==> src/rtl/pipe_pkg.sv <==
// Opcode map, NOP encoding and hazard FSM states, shared by the ID/EX-side control units.
package pipe_pkg;

  localparam logic [4:0] OP_R     = 5'b01100;
  localparam logic [4:0] OP_I     = 5'b00100;
  localparam logic [4:0] OP_LUI   = 5'b01101;
  localparam logic [4:0] OP_AUIPC = 5'b00101;
  localparam logic [4:0] OP_JAL   = 5'b11011;
  localparam logic [4:0] OP_JALR  = 5'b11001;
  localparam logic [4:0] OP_L     = 5'b00000;
  localparam logic [4:0] OP_S     = 5'b01000;
  localparam logic [4:0] OP_B     = 5'b11000;

  // ADDI x0,x0,0
  localparam logic [31:0] NOP_INST = 32'h0000_0013;

  typedef enum logic [1:0] {ST_HOLD, ST_RUN, ST_MEM_WAIT} hz_state_e;

  function automatic logic uses_rs1(input logic [4:0] op);
    return (op == OP_R) || (op == OP_S) || (op == OP_B) ||
           (op == OP_I) || (op == OP_L) || (op == OP_JALR);
  endfunction

  function automatic logic uses_rs2(input logic [4:0] op);
    return (op == OP_R) || (op == OP_S) || (op == OP_B);
  endfunction

endpackage

==> src/rtl/hz_sat_counter.sv <==
// Saturating event counter; clear wins over increment.
module hz_sat_counter #(
  parameter int CNT_W = 32
) (
  input  logic             clk,
  input  logic             rst_n,
  input  logic             i_inc,
  input  logic             i_clr,
  output logic [CNT_W-1:0] o_cnt
);

  logic [CNT_W-1:0] r_cnt;

  always_ff @(posedge clk or negedge rst_n) begin
    if (!rst_n)                r_cnt <= '0;
    else if (i_clr)            r_cnt <= '0;
    else if (i_inc && ~&r_cnt) r_cnt <= r_cnt + 1'b1;
  end

  assign o_cnt = r_cnt;

endmodule

==> src/rtl/pipe_hazard_ctrl.sv <==
// ID/EX hazard controller: post-reset hold, load-use bubble, branch flush,
// data-memory freeze, plus saturating perf counters and a sticky wait timeout.
module pipe_hazard_ctrl
  import pipe_pkg::*;
#(
  parameter int RST_HOLD    = 2,
  parameter int MEM_TIMEOUT = 64,
  parameter int CNT_W       = 32
) (
  input  logic             clk,
  input  logic             rst_n,
  input  logic [14:0]      inst_ID,
  input  logic [9:0]       inst_EX,
  input  logic             br_taken_EX,
  input  logic             dmem_req_MA,
  input  logic             dmem_ready,
  input  logic             clr_cnt,
  output logic             stall_IF,
  output logic             stall_ID,
  output logic             flush_ID,
  output logic             bubble_EX,
  output logic             stall_EX,
  output logic             stall_MA,
  output logic             bubble_WB,
  output logic             mem_timeout,
  output logic [CNT_W-1:0] lu_stall_cnt,
  output logic [CNT_W-1:0] br_flush_cnt,
  output logic [CNT_W-1:0] mem_wait_cnt
);

  localparam int HW = (RST_HOLD > 1) ? $clog2(RST_HOLD) : 1;
  localparam int WW = $clog2(MEM_TIMEOUT + 1);
  localparam logic [WW-1:0] WAIT_MAX = WW'(MEM_TIMEOUT);

  hz_state_e      r_state;
  logic [HW-1:0]  r_hold;
  logic [WW-1:0]  r_wait;
  logic           r_timeout;

  logic [4:0] w_op_id, w_rs1_id, w_rs2_id, w_op_ex, w_rd_ex;
  logic       w_hold, w_freeze, w_br, w_lu_hit, w_lu;

  assign {w_rs2_id, w_rs1_id, w_op_id} = inst_ID;
  assign {w_rd_ex, w_op_ex}            = inst_EX;

  assign w_lu_hit = (w_op_ex == OP_L) && (w_rd_ex != 5'd0) &&
                    ((uses_rs1(w_op_id) && (w_rs1_id == w_rd_ex)) ||
                     (uses_rs2(w_op_id) && (w_rs2_id == w_rd_ex)));

  // A frozen pipe holds EX, so branch/load-use are re-evaluated after release.
  assign w_hold   = (r_state == ST_HOLD);
  assign w_freeze = ~w_hold & dmem_req_MA & ~dmem_ready;
  assign w_br     = ~w_hold & ~w_freeze & br_taken_EX;
  assign w_lu     = ~w_hold & ~w_freeze & ~br_taken_EX & w_lu_hit;

  assign stall_IF  = w_hold | w_freeze | w_lu;
  assign stall_ID  = w_freeze | w_lu;
  assign flush_ID  = w_hold | w_br;
  assign bubble_EX = w_hold | w_br | w_lu;
  assign stall_EX  = w_freeze;
  assign stall_MA  = w_freeze;
  assign bubble_WB = w_freeze;

  always_ff @(posedge clk or negedge rst_n) begin
    if (!rst_n) begin
      r_state   <= ST_HOLD;
      r_hold    <= HW'(RST_HOLD - 1);
      r_wait    <= '0;
      r_timeout <= 1'b0;
    end else begin
      case (r_state)
        ST_HOLD: begin
          if (r_hold == '0) r_state <= ST_RUN;
          else              r_hold  <= r_hold - 1'b1;
        end
        default: begin
          if (w_freeze) begin
            r_state <= ST_MEM_WAIT;
            if (r_wait != WAIT_MAX) r_wait <= r_wait + 1'b1;
          end else begin
            r_state <= ST_RUN;
            r_wait  <= '0;
          end
        end
      endcase
      // Flag when this freeze cycle brings the wait count to MEM_TIMEOUT.
      if (clr_cnt)
        r_timeout <= 1'b0;
      else if (w_freeze && (r_wait >= WAIT_MAX - 1'b1))
        r_timeout <= 1'b1;
    end
  end

  assign mem_timeout = r_timeout;

  hz_sat_counter #(.CNT_W(CNT_W)) u_lu_cnt (
    .clk(clk), .rst_n(rst_n), .i_inc(w_lu), .i_clr(clr_cnt), .o_cnt(lu_stall_cnt));
  hz_sat_counter #(.CNT_W(CNT_W)) u_br_cnt (
    .clk(clk), .rst_n(rst_n), .i_inc(w_br), .i_clr(clr_cnt), .o_cnt(br_flush_cnt));
  hz_sat_counter #(.CNT_W(CNT_W)) u_mw_cnt (
    .clk(clk), .rst_n(rst_n), .i_inc(w_freeze), .i_clr(clr_cnt), .o_cnt(mem_wait_cnt));

endmodule

==> config.mk <==
export PLATFORM = sky130hd
export DESIGN_NAME = pipe_hazard_ctrl
export DESIGN_NICKNAME = d
export VERILOG_FILES = /design/src/rtl/pipe_pkg.sv /design/src/rtl/hz_sat_counter.sv /design/src/rtl/pipe_hazard_ctrl.sv
export SDC_FILE = /design/constraint.sdc
export NUM_CORES = 1
export LEC_CHECK = 0
export BUFFER_PORTS_ARGS = -buffer_cell sky130_fd_sc_hd__clkbuf_2
export CORE_UTILIZATION = 40
export CTS_CLUSTER_SIZE = 40
export DETAILED_ROUTE_END_ITERATION = 6
export SYNTH_ARGS = -nofsm -noshare
export SYNTH_HDL_FRONTEND = slang
export SYNTH_SLANG_ARGS = --single-unit
export TNS_END_PERCENT = 5
==> constraint.sdc <==
create_clock -name clk -period 6.1 [get_ports clk]
set_input_delay 0 -clock clk [delete_from_list [all_inputs] [get_ports clk]]
set_output_delay 0 -clock clk [all_outputs]
set_load 0.02 [all_outputs]
Yosys cells after proc, flatten, opt, wreduce, memory -nomap -nowiden
Cells that the tools add are included.

Bits of input ports: 31. Register bits after elaboration: 107. Output and inout bits: 104.

Multiplexer cells: 14. $lt $le $gt $ge: 1. Equal/unequal tests: 10. Bitwise logic cells: 15. Reductions and logical operators: 29. Add/sub/neg operators: 5.

Operator list (count): $mux 32 (6); $add 32x1->32 const B (3); $reduce_and 32->1 (3); $mux 7 (2); $eq 5x4->1 const B (2); $eq 5x5->1 (2); $eq 5x5->1 const B (2); $logic_not 5->1 (2); $logic_and 1x1->1 (8); $reduce_bool 2->1 (4); $add 7x1->7 const B (1); $ge 7x6->1 const B (1); $ne 7x7->1 const B (1); $and 1x1->1 (6); $logic_or 1x1->1 (6); $mux 2 (3); $eq 5x3->1 const B (1); $or 1x1->1 (5); $reduce_bool 5->1 (1); $ne 2x2->1 const B (2); $not 1->1 (4); $logic_not 1->1 (3); $mux 1 (3); $logic_not 2->1 (1); other kinds (2) (2).

Depth between registers and ports, before layout
Depth after elaboration: 13. Gate-level depth with buffers: 9. Gate-level depth less buffers: 7.

Modules after synthesis
Synthesis repeated with hierarchy kept, for this count alone.

Cell total of the unflattened synthesis: 665. Area, all modules: 6349.8 µm².

Modules (own cells, without submodules): hz_sat_counter (u_br_cnt ...) (seq. area each 800.8 µm², area each 1865.5 µm², times used 2, cells each 190); hz_sat_counter (u_lu_cnt) (seq. area each 800.8 µm², area each 1831.8 µm², times used 1, cells each 194); pipe_hazard_ctrl (seq. area each 276.5 µm², area each 787.0 µm², times used 1, cells each 91).

Worst setup path after synthesis
Ideal clock, no wire load.

Kind: register to register. Start point: register u_br_cnt.r_cnt[0], in the netlist u_br_cnt.o_cnt[0]. End point: register u_br_cnt.r_cnt[0], in the netlist u_br_cnt.o_cnt[0]. Stages on the path, launching flop included: 10. Slack: 3.564 ns. Buffers on the path: 2. Data arrival time: 2.404 ns. Cell sequence: dfrtp_1 -> ha_1 -> nand2_1 -> or4_1 -> buf_2 -> nor4_4 -> buf_2 -> nor2_1 -> xnor2_1 -> nor2_1.

Longest elaborated chain between the ends: 4.

Ends and longest elaborated chain: from (decl) (line hz_sat_counter.sv:12) `logic [CNT_W-1:0] r_cnt;`; from (signal assigned) (line hz_sat_counter.sv:17) `else if (i_inc && ~&r_cnt) r_cnt <= r_cnt + 1'b1;`; branches (longest 4 deep; another with $add 32x1->32).

Several ways; the timed one is not identified. The select of a mux whose other input is x is not followed. A chain may end at the register's enable or synchronous reset.

Worst setup path after layout
Start point: register u_br_cnt.r_cnt[0], in the netlist u_br_cnt.o_cnt[0]. End point: register u_br_cnt.r_cnt[9], in the netlist u_br_cnt.o_cnt[9].

Same word-level chain as after synthesis.

==> results_dict.tcl <==
set metrics [dict create \
    r2r-end "u_br_cnt.o_cnt[9]$_DFFE_PN0P_" \
    finClkSkew_ns 0.0143 \
    io-pin-count 135 \
    yosys_register_bits 107 \
    grt_max_degree 66 \
    whs_path_depth 4 \
    hpwl_microns 10500 \
    maxSlewViolCount 0 \
    grt_pass1_wl_microns 24300 \
    path_class "reg -> reg" \
    ctsRootBufferMaster "clkbuf_16" \
    hold_end "r_wait[0]$_DFFE_PN0P_" \
    vias_per_cell 5.60 \
    status "finished, final reports clean" \
    period_share_pct 48.1 \
    synth_most_common_cell "dfrtp_1" \
    yosysSeqAreaShare_pct 45.5 \
    synth_cell_types 51 \
    worst_ep_required_time_ns 6.31 \
    stdcell_area_sq_mm 0.00705 \
    vias 5368 \
    yosysWarnings 0 \
    die_y_microns 123 \
    wl_microns 15100 \
    htree_num_levels 3 \
    ff2ff_setup_slack_ns 3.17 \
    cts_hold_buf 1 \
    syn_area_sq_mm 0.00589 \
    design.die.area_sq_mm 0.0152 \
    peakVddDrop_v 0.000154 \
    grt_pass1_vias 4924 \
    antenna_left 0 \
    avgSynthCellArea_sq_um 9.04 \
    io_buffers 134 \
    grt_overflow 0 \
    synth_common_cells "dfrtp_1, nor2_1, nand2_1" \
    slowest_stage "nor4_4" \
    hold_viol_final 0 \
    reg2regPathDepth 7 \
    crit_buf_inv 0 \
    clock_path_buffers 2 \
    cp_max_fo 19 \
    start_util_pct 41.6 \
    setup_ws_ns 3.17 \
    clock_latency_ns 0.36 \
    drive_above_1_share_pct 22.4 \
    leakage_nw 3.05 \
    finalSetupViolCount 0 \
    synth_edf_count 0 \
    path_cells "ha_1, nand2_1, or4_1, nor4_4, nor4_1, xnor2_1, nor2_1" \
    placeableCoreArea_sq_mm 0.0141 \
    antenna_found_initial 0 \
    post_cts_resized 0 \
    wl_per_cell_microns 15.8 \
    insertedDiodeCount 0 \
    critPathMaxStageDelay_ns 0.93 \
    cpLargestDelayFamily "simple AND/OR/NAND/NOR gates" \
    synthArstFlopShare_pct 100 \
    drv_cap 0 \
    clock.fmax_ghz 0.341 \
    rows 43 \
    nNetsFinal 809 \
    worst_pin_slew_ns 1.15 \
    pre_cts_ws_ns 3.20 \
    hold_start "dmem_ready" \
    drt_iter0_drc 383 \
    cp-end-kind "register" \
    syn_nets 688 \
    cts_tree "done" \
    drc 0 \
    finalSetupTns_ns 0 \
    synth_cells 652 \
    power_density_mw_per_mm2 207 \
    relSlewSlack_pct 22.9 \
    routabilityCongestion 0.840 \
    die_w_microns 123 \
    cts_sinks 107 \
    place_area_sq_mm 0.00670 \
    fin_crit_ns 2.93 \
    clkSlewWorstSetupHoldPaths_ns 0.07 \
    synth_area_leaders "dfrtp_1, xnor2_1, nor2_1, xor2_1, nand3_1" \
    numCtsBuffers 9 \
    regToRegStartpoint "u_br_cnt.o_cnt[0]$_DFFE_PN0P_" \
    synthFlopType "dfrtp_1" \
    total_power_mw 1.46 \
    post-cts-setup-buffer-count 0 \
    rsz0062_at_grt "no" \
    dr.pass1.iters 5 \
    grt_use_total_pct 20.6 \
    postLayoutCoreUtil_pct 49.8 \
    cp.arrival_ns 3.15 \
    min_path_type "in -> reg" \
    syn_to_final_growth_pct 19.6 \
    start_kind "register" \
    synth_top_area_cell "dfrtp_1" \
    synth_top_area_share_pct 45.0 \
]
==> tightest hold or removal path, stage by stage <==
cell	delay, ns
clkbuf_2	0.08
nor2b_1	0.09
nand3_1	0.10
nand2_1	0.05
==> layout by cell type, fill, tap and decap left out, types with 20 or more instances in the layout <==
| master | Yosys | layout |
|---|---|---|
| nand4_1 | 31 | 31 |
| o21ai_0 | 20 | 20 |
| dfrtp_1 | 106 | 106 |
| xnor2_1 | 44 | 44 |
| nor2_1 | 89 | 89 |
| nand2_1 | 50 | 50 |
| nor3_1 | 22 | 22 |
| a21oi_1 | 32 | 32 |
| nand3_1 | 44 | 44 |
| clkbuf_2 | 0 | 132 |
| xor2_1 | 26 | 26 |
==> worst max-delay path by stage <==
stage                                   from                        endpoint  slack, ns  cells after the start
2_1_floorplan  u_br_cnt.o_cnt[0]$_DFFE_PN0P_   u_br_cnt.o_cnt[0]$_DFFE_PN0P_       3.56                      9
3_3_place_gp   u_br_cnt.o_cnt[0]$_DFFE_PN0P_  u_br_cnt.o_cnt[13]$_DFFE_PN0P_       3.29                      7
3_5_place_dp   u_br_cnt.o_cnt[0]$_DFFE_PN0P_   u_br_cnt.o_cnt[4]$_DFFE_PN0P_       3.20                      7
4_1_cts        u_br_cnt.o_cnt[0]$_DFFE_PN0P_   u_br_cnt.o_cnt[9]$_DFFE_PN0P_       3.16                      7
5_1_grt        u_br_cnt.o_cnt[0]$_DFFE_PN0P_   u_br_cnt.o_cnt[8]$_DFFE_PN0P_       2.92                      7
6_report       u_br_cnt.o_cnt[0]$_DFFE_PN0P_   u_br_cnt.o_cnt[9]$_DFFE_PN0P_       3.17                      7
==> stage by stage <==
stage	instances	hold slack, ns
2_1_floorplan	652	-0.296
3_3_place_gp	941	0.0852
3_5_place_dp	941	0.0949
4_1_cts	958	0.00240
5_1_grt	958	0.0617
6_report	958	0.00860
==> area by class of cell <==
cell class | count | area, sq um
flip-flops and latches | 107 | 2680
multi-input cells | 506 | 3050
fillers | 1348 | 7100
clock inverters | 5 | 83.8
inverters | 9 | 33.8
clock buffers | 11 | 253
well taps | 180 | 225
repair buffers | 140 | 721
==> layer usage <==
layer  GRT usage, %  part of all wire, %  up-vias
li1               -                    -     2594
met1           27.9                   47     2605
met2           32.7                   46      154
met3           3.64                  5.7       15
met4           7.76                  1.4        0
met5              0                    0        -
==> kinds of logic (layout without fill, tap and decap cells) <==
family | Yosys count | after routing | synth area share, %
flip-flops | 107 | 107 | 45.5
multiplexers | 6 | 6 | 1.08
XOR/XNOR | 70 | 70 | 10.4
buffers and inverters | 39 | 165 | 2.78
AO/OA/AOI/OAI | 85 | 85 | 8.90
AND/OR/NAND/NOR | 340 | 340 | 30.3
adder cells (fa/ha/maj) | 5 | 5 | 1.06
==> power breakdown <==
part	total, mW	switching [mW]	internal [mW]
sequential	0.718	0.00505	0.712
clock	0.655	0.271	0.384
combinational	0.0872	0.0601	0.0271
total	1.46	0.336	1.12
==> flip-flops by register name, indices dropped and copies added (netlist names) <==
register        cells
u_lu_cnt.o_cnt     32
u_br_cnt.o_cnt     32
r_hold              1
r_state             2
r_wait              7
mem_timeout         1
u_mw_cnt.o_cnt     32
(Power assumes the default switching activity.)
